===== src/rtl/sr_ff_bank.sv =====
`default_nettype none
// ============================================================================
// Module   : sr_ff_bank
// Brief    : Bank of WIDTH independent bit-cells, each run-time selectable as
//            an SR, JK, D or T flip-flop. SR S=R=1 resolves by a fixed policy
//            and is logged in sticky per-channel flags plus a saturating
//            event counter.
// Revision : 1.0 - initial release
// ============================================================================
module sr_ff_bank #(
  parameter int               WIDTH     = 4,
  parameter logic [WIDTH-1:0] RESET_VAL = '0,
  parameter int               SR_POLICY = 0,
  parameter int               CNT_W     = 8
) (
  input  logic             clk,
  input  logic             reset,
  input  logic             en,
  input  logic [1:0]       mode,
  input  logic [WIDTH-1:0] a,
  input  logic [WIDTH-1:0] b,
  input  logic             err_clr,
  output logic [WIDTH-1:0] q,
  output logic [WIDTH-1:0] qn,
  output logic [WIDTH-1:0] err,
  output logic [CNT_W-1:0] err_cnt
);

  localparam logic [1:0] MODE_SR = 2'b00;
  localparam logic [1:0] MODE_JK = 2'b01;
  localparam logic [1:0] MODE_D  = 2'b10;
  localparam logic [1:0] MODE_T  = 2'b11;

  // Unsupported policy values fall back to hold.
  localparam int POLICY = ((SR_POLICY == 1) || (SR_POLICY == 2)) ? SR_POLICY : 0;

  localparam logic [CNT_W-1:0] CNT_MAX = {CNT_W{1'b1}};
  localparam logic [CNT_W-1:0] CNT_ONE = {{(CNT_W-1){1'b0}}, 1'b1};

  logic [WIDTH-1:0] q_next;
  logic [WIDTH-1:0] illegal;
  logic             any_illegal;

  // Next state of one cell for the selected flip-flop personality.
  function automatic logic cell_next(input logic [1:0] m, input logic ai,
                                     input logic bi, input logic qi);
    logic r;
    r = qi;
    case (m)
      MODE_SR: begin
        case ({ai, bi})
          2'b01:   r = 1'b0;
          2'b10:   r = 1'b1;
          2'b11:   r = (POLICY == 1) ? 1'b1 : ((POLICY == 2) ? 1'b0 : qi);
          default: r = qi;
        endcase
      end
      MODE_JK: begin
        case ({ai, bi})
          2'b01:   r = 1'b0;
          2'b10:   r = 1'b1;
          2'b11:   r = ~qi;
          default: r = qi;
        endcase
      end
      MODE_D:  r = ai;
      MODE_T:  r = qi ^ ai;
      default: r = qi;
    endcase
    return r;
  endfunction

  for (genvar i = 0; i < WIDTH; i++) begin : g_cell
    assign q_next[i] = cell_next(mode, a[i], b[i], q[i]);
  end

  // Illegal only counts on an enabled SR-mode cycle.
  assign illegal     = (en && (mode == MODE_SR)) ? (a & b) : '0;
  assign any_illegal = |illegal;

  // Flip-flop state; reset dominates, enable gates all updates.
  always_ff @(posedge clk) begin
    if (reset) begin
      q <= RESET_VAL;
    end else if (en) begin
      q <= q_next;
    end
  end

  // Complement derived from the register, so it tracks q even during reset.
  assign qn = ~q;

  // Sticky flags and saturating counter; a new illegal beats a clear.
  always_ff @(posedge clk) begin
    if (reset) begin
      err     <= '0;
      err_cnt <= '0;
    end else if (err_clr) begin
      err     <= illegal;
      err_cnt <= any_illegal ? CNT_ONE : '0;
    end else begin
      err <= err | illegal;
      if (any_illegal && (err_cnt != CNT_MAX)) begin
        err_cnt <= err_cnt + CNT_ONE;
      end
    end
  end

endmodule
`default_nettype wire


===== config.mk =====
export PLATFORM = sky130hd
export DESIGN_NAME = sr_ff_bank
export DESIGN_NICKNAME = d
export VERILOG_FILES = /design/src/rtl/sr_ff_bank.sv
export SDC_FILE = /design/constraint.sdc
export NUM_CORES = 1
export LEC_CHECK = 0
export CAP_MARGIN = 20
export CORE_AREA = 4 4 53 55
export DETAILED_ROUTE_END_ITERATION = 8
export DIE_AREA = 0 0 57 59
export PLACE_DENSITY = 0.85
export SYNTH_ARGS = -nofsm -noshare
export SYNTH_HDL_FRONTEND = slang
export SYNTH_SLANG_ARGS = --single-unit

===== constraint.sdc =====
create_clock -name clk -period 2.75 [get_ports clk]
set_input_delay 0.275 -clock clk [delete_from_list [all_inputs] [get_ports clk]]
set_output_delay 0.275 -clock clk [all_outputs]
set_load 0.01 [all_outputs]

==> results.sh, run 1 <==
export IMPL_synth_top_area_cell="dfxtp_1"
export IMPL_async_reset_ff_share_pct=0
export IMPL_worstSetupStartpoint="mode[1]"
export IMPL_cpMaxStageDelayCell="clkdlybuf4s50_1"
export IMPL_finalMaxSlewViolations=0
export IMPL_skew_ps=0.651
export IMPL_postCtsResizedCells=0
export IMPL_worst_path_max_fanout=17
export IMPL_final_cell_mix="clkdlybuf4s50_1 (33), inv_1 (19), dfxtp_1 (16)"
export IMPL_yosysTopAreaCellShare_pct=28.7
export IMPL_port_buffers=33
export IMPL_postSynthCellCount=136
export IMPL_cp_required_ps=2980
export IMPL_die_x_um=57
export IMPL_cts_buffer_depth=2
export IMPL_hold_ws_ps=512
export IMPL_synth_flop_cell="dfxtp_1"
export IMPL_dp_hpwl_um=2110
export IMPL_cap_violations=0
export IMPL_worst_pin_slew_ps=578
export IMPL_cts_made_buffers=3
export IMPL_fin_tns_setup_ps=0
export IMPL_grt_start_max_net_pins=18
export IMPL_postCtsSetupBuffers=0
export IMPL_drt_pre_antenna_iters=6
export IMPL_rows=18
export IMPL_r2r_start="err_cnt[0]"
export IMPL_vias_per_cell=5.78
export IMPL_start_kind="input pin"
export IMPL_drtIter0Drc=32
export IMPL_power_density_nw_per_um2=351
export IMPL_fmax_mhz=492
export IMPL_die_height_um=59
export IMPL_drc=0
export IMPL_fin_crit_ps=2030
export IMPL_fin_util_pct=63.1
export IMPL_syn_to_final_growth_pct=34.9
export IMPL_syn_area_um2=1120
export IMPL_critPathCaptureType="register"
export IMPL_ant_nets=0
export IMPL_hp_start="err[3]"
export IMPL_grt_pass1_wl_um=4750
export IMPL_grt_overflow=0
export IMPL_layout_commonest_cell="clkdlybuf4s50_1"
export IMPL_finalSetupViolCount=0
export IMPL_yosys_register_bits=16
export IMPL_fillers=219
export IMPL_place_area_um2=1470
export IMPL_drive_gt1_share_pct=4.71
export IMPL_place_gp_congestion=0.820
export IMPL_crit_buf_inv=1
export IMPL_crit_arrival_ps=2270
export IMPL_synth_area_per_cell_um2=8.21
export IMPL_antenna_found_initial=0
export IMPL_clk_latency_ps=300
export IMPL_grt_pass1_vias=1029
export IMPL_hold_viol=0
export IMPL_finalCritPeriodShare_pct=73.9
export IMPL_synthDistinctLibCells=34
export IMPL_root_buffer="clkbuf_4"
export IMPL_critPathMaxStageDelay_ps=700
export IMPL_synthesis_nets=162
export IMPL_power_leakage_nw=0.595
export IMPL_rsz0062_at_grt="no"
export IMPL_initial_core_util_pct=46.8
export IMPL_yosys_warnings=0
export IMPL_layout_nets=197
export IMPL_n_antenna_cell=0
export IMPL_yosysSeqAreaShare_pct=28.7
export IMPL_die_area_um2=3360
export IMPL_holdBufCountCts=0
export IMPL_tritoncts="done"
export IMPL_path_delay_family="simple AND/OR/NAND/NOR gates"
export IMPL_synth_area_leaders="dfxtp_1 (29%), ha_1 (13%), inv_1 (6.4%), a211oi_1 (3.4%), nand2b_1 (3.4%)"
export IMPL_dr_total_vias=1156
export IMPL_crit_chain="clkdlybuf4s50_1, nor3b_4, o211ai_4, or4_1, a21oi_1"
export IMPL_status="completed"
export IMPL_grt_use_total_pct=17.8
export IMPL_htree_levels=1
export IMPL_peakVddDrop_mv=0.183
export IMPL_hp_class="register to register"
export IMPL_synth_edf_count=0
export IMPL_routed_wl_um=2810
export IMPL_coreArea_um2=2390
export IMPL_clkTransAtPathRegs_ps=90
export IMPL_avgRoutedWirePerCell_um=14.1
export IMPL_stdcell_area_um2=1510
export IMPL_slew_limit_headroom_pct=61.3
export IMPL_path_class="input pin to register"
export IMPL_pin_count=34
export IMPL_clkSinkCount=16
[synthesized netlist by cell type, types with 2 or more instances]
master and count:
inv_1 19, dfxtp_1 16, ha_1 12, nand2_1 8, nor2_1 8, a21oi_1 7, o21ai_0 7, nand2b_1 6
nand3_1 6, a211oi_1 5, a31oi_1 4, or4_1 4, a22oi_1 3, clkbuf_1 3, nand3b_1 3, or3_1 3
a32oi_1 2, nor3_1 2, o311ai_1 2, o31ai_1 2
[final timing paths]
check	endpoint	slack [ps]	cells after the start
min reg2reg	err[3]	510	2
min	err[3]	510	2
max	err_cnt[7]	720	5
max reg2reg	err_cnt[7]	1140	5
[stage by stage]
step / instances / worst slack [ps] / power, mW
after floorplan: 136 / 1300 / 0.311
after global placement: 196 / 534 / 0.369
after detailed placement: 196 / 465 / 0.375
after CTS: 200 / 751 / 0.527
after global routing: 200 / 571 / 0.558
final: 200 / 717 / 0.528
[layer usage]
layer | routed length, um | global-route usage [%] | vias up
met5 | 0 | 0 | -
met4 | 83 | 8.28 | 0
met3 | 142 | 3.49 | 10
met2 | 1370 | 30.3 | 37
met1 | 1210 | 21.7 | 539
li1 | - | - | 570
[registers in the layout (all words and copies together) (netlist names)]
name / flops
err: 4
err_cnt: 8
q: 4
[power breakdown]
part	internal, mW	switching [mW]
logic	0.0623	0.0636
registers	0.238	0.00658
clock network	0.0808	0.0767
total	0.381	0.147
[kinds of logic after synthesis]
group                      count (synthesis)  synth area share (%)
and+or+nand+nor                           45                  23.4
AOI/OAI and AO/OA                         40                  26.0
buffers and inverters                     23                  8.41
DFF                                       16                  28.7
adders and majority gates                 12                  13.5
[tightest hold or removal path, stage by stage (launching register included)]
cell     delay [ps]
dfxtp_1         350
a32oi_1          50
nor2_1           80
[area by class of cell]
| cell class | count | area (um^2) | share of cell area, % |
|---|---|---|---|
| inverters | 19 | 71.3 | 4.74 |
| clock buffers | 4 | 36.3 | 2.41 |
| flip-flops and latches | 16 | 320 | 21.3 |
| multi-input cells | 97 | 702 | 46.6 |
| repair buffers | 34 | 338 | 22.4 |
| well taps | 30 | 37.5 | 2.49 |
Note: power is estimated with default switching activity, not from simulation.
==> inputs of run 2 (changes only) <==
- CORE_AREA: 4 4 53 55 -> 4 4 55 57
- DIE_AREA: 0 0 57 59 -> 0 0 59 61
- PLACE_DENSITY: 0.85 -> 0.79
- clock period: 2.75 -> 1.96 ns (I/O delays scaled with it)
==> run 2 against run 1 <==
  * Sequential power is 40% higher
  * Count of clock-buffer cells in the layout is 1 lower
  * Sequential cell count stayed put
  * Via count is 0.17% lower
  * Clock skew is 6.6 ps higher
  * Non-clock buffer count is 10 higher
  * Critical path depth is 1 higher
  * Die area is 7.0% higher
==> results.sh, run 2 (same netlist as run 1, synthesis figures left out) <==
export IMPL_cap_violations=0
export IMPL_drt_pre_antenna_iters=4
export IMPL_pin_count=34
export IMPL_finalSetupViolCount=0
export IMPL_hold_ws_ps=527
export IMPL_hp_start="err[3]"
export IMPL_worst_pin_slew_ps=359
export IMPL_dp_hpwl_um=2330
export IMPL_multi_input_area_um2=702
export IMPL_antenna_found_initial=0
export IMPL_endpoint="q[0]"
export IMPL_power_leakage_nw=0.637
export IMPL_status="completed"
export IMPL_fillers=216
export IMPL_die_x_um=59
export IMPL_drive_gt1_share_pct=9.50
export IMPL_die_height_um=61
export IMPL_path_common_cell="a211oi_1"
export IMPL_tritoncts="done"
export IMPL_postCtsResizedCells=0
export IMPL_grt_start_max_net_pins=14
export IMPL_vias_per_cell=5.52
export IMPL_crit_chain="clkdlybuf4s50_1, ha_1, or4_1, o311ai_1, a211oi_1, a211oi_1"
export IMPL_layout_commonest_cell="clkdlybuf4s50_1"
export IMPL_final_cell_mix="clkdlybuf4s50_1 (33), inv_1 (19), dfxtp_1 (16)"
export IMPL_cp_required_ps=2160
export IMPL_worst_path_max_fanout=6
export IMPL_postCtsSetupBuffers=0
export IMPL_n_antenna_cell=0
export IMPL_stdcell_area_um2=1570
export IMPL_fin_tns_setup_ps=0
export IMPL_ant_nets=0
export IMPL_peakVddDrop_mv=0.269
export IMPL_coreArea_um2=2480
export IMPL_root_buffer="clkbuf_4"
export IMPL_place_gp_congestion=0.814
export IMPL_internal_power_uw=505
export IMPL_r2r_end="err_cnt[5]"
export IMPL_htree_levels=1
export IMPL_hp_class="register to register"
export IMPL_clkTransAtPathRegs_ps=90
export IMPL_rows=18
export IMPL_skew_ps=7.27
export IMPL_syn_to_final_growth_pct=40.4
export IMPL_avgRoutedWirePerCell_um=13.9
export IMPL_grt_overflow=0
export IMPL_reg2reg_depth=5
export IMPL_fmax_mhz=579
export IMPL_path_class="input pin to register"
export IMPL_p_comb_share_pct=27.1
export IMPL_finalCritPeriodShare_pct=88.2
export IMPL_power_density_nw_per_um2=453
export IMPL_reg2reg_slack_ps=380
export IMPL_holdBufCountCts=0
export IMPL_cts_buffer_depth=2
export IMPL_r2r_start="err_cnt[0]"
export IMPL_critPathCaptureType="register"
export IMPL_clk_latency_ps=280
export IMPL_grt_pass1_wl_um=5000
export IMPL_clkSinkCount=16
export IMPL_power_switching_uw=205
export IMPL_rsz0062_at_grt="no"
export IMPL_layout_nets=207
export IMPL_crit_arrival_ps=1930
export IMPL_place_area_um2=1540
export IMPL_start_kind="input pin"
export IMPL_clockPowerShare_pct=24.6
export IMPL_grt_pass1_vias=1127
export IMPL_largest_reg_flops=8
export IMPL_critPathMaxStageDelay_ps=530
export IMPL_drtIter0Drc=46
export IMPL_hold_viol=0
export IMPL_cpMaxStageDelayCell="or4_1"
export IMPL_cts_made_buffers=3
export IMPL_initial_core_util_pct=45.1
export IMPL_die_area_um2=3600
export IMPL_largestRegisters="err_cnt x8, err x4, q x4"
export IMPL_seq_area_um2=320
export IMPL_fin_crit_ps=1730
export IMPL_seqPwrFrac_pct=48.4
export IMPL_p_sw_share_pct=28.8
export IMPL_dr_total_vias=1154
export IMPL_finalMaxSlewViolations=0
export IMPL_drc=0
export IMPL_top_register="err_cnt"
export IMPL_worstSetupStartpoint="a[0]"
export IMPL_grt_use_total_pct=17.7
export IMPL_slew_limit_headroom_pct=75.7
export IMPL_port_buffers=33
export IMPL_routed_wl_um=2910
[run 2: changes by cell type in the layout (fill, tap and decap cells not counted), sizes merged]
cell,change
buf,+10
clkbuf,-1
[run 2: layout make-up]
class / instances / area share [%]
repair buffers: 44 / 26.4
flip-flops and latches: 16 / 20.4
well taps: 30 / 2.40
clock buffers: 3 / 1.44
inverters: 19 / 4.55
multi-input cells: 97 / 44.8
[run 2: per-stage QoR]
step           cells  setup slack, ps  power (mW)  utilization, %
3_3_place_gp     206             9.92       0.534            62.3
5_1_grt          209              129       0.746            63.2
4_1_cts          209              232       0.709            63.2
6_report         209              231       0.710            63.2
3_5_place_dp     206            -70.5       0.542            62.3
2_1_floorplan    136              512       0.436               -
[run 2: worst min-delay path by stage]
| stage | end | slack, ps | cells after the start |
|---|---|---|---|
| after global placement | err[3] | 460 | 2 |
| after global routing | err_cnt[5] | 560 | 2 |
| after detailed placement | err[1] | 510 | 2 |
| after CTS | err[1] | 530 | 2 |
| final | err[3] | 530 | 2 |
| after floorplan | err[3] | 370 | 2 |
[run 2: worst max-delay path, delay by kind of cell]
kind                       cells  cell delay [ps]
AOI/OAI and AO/OA              3              430
adders and majority gates      1              260
buffers and inverters          1              510
and+or+nand+nor                1              530
[run 2: power by group through the flow]
stage	registers (mW)	logic [mW]	clock network [mW]
6_report	0.343	0.192	0.174
5_1_grt	0.345	0.212	0.190
4_1_cts	0.343	0.193	0.174
3_5_place_dp	0.350	0.192	0
3_3_place_gp	0.350	0.184	0
2_1_floorplan	0.353	0.0832	0
[run 2: routing by layer]
| metal | up-vias | routed length, um | track usage [%] |
|---|---|---|---|
| met4 | 0 | 72 | 7.77 |
| li1 | 587 | - | - |
| met5 | - | 0 | 0 |
| met2 | 27 | 1400 | 30.0 |
| met1 | 534 | 1320 | 22.1 |
| met3 | 6 | 117 | 3.19 |
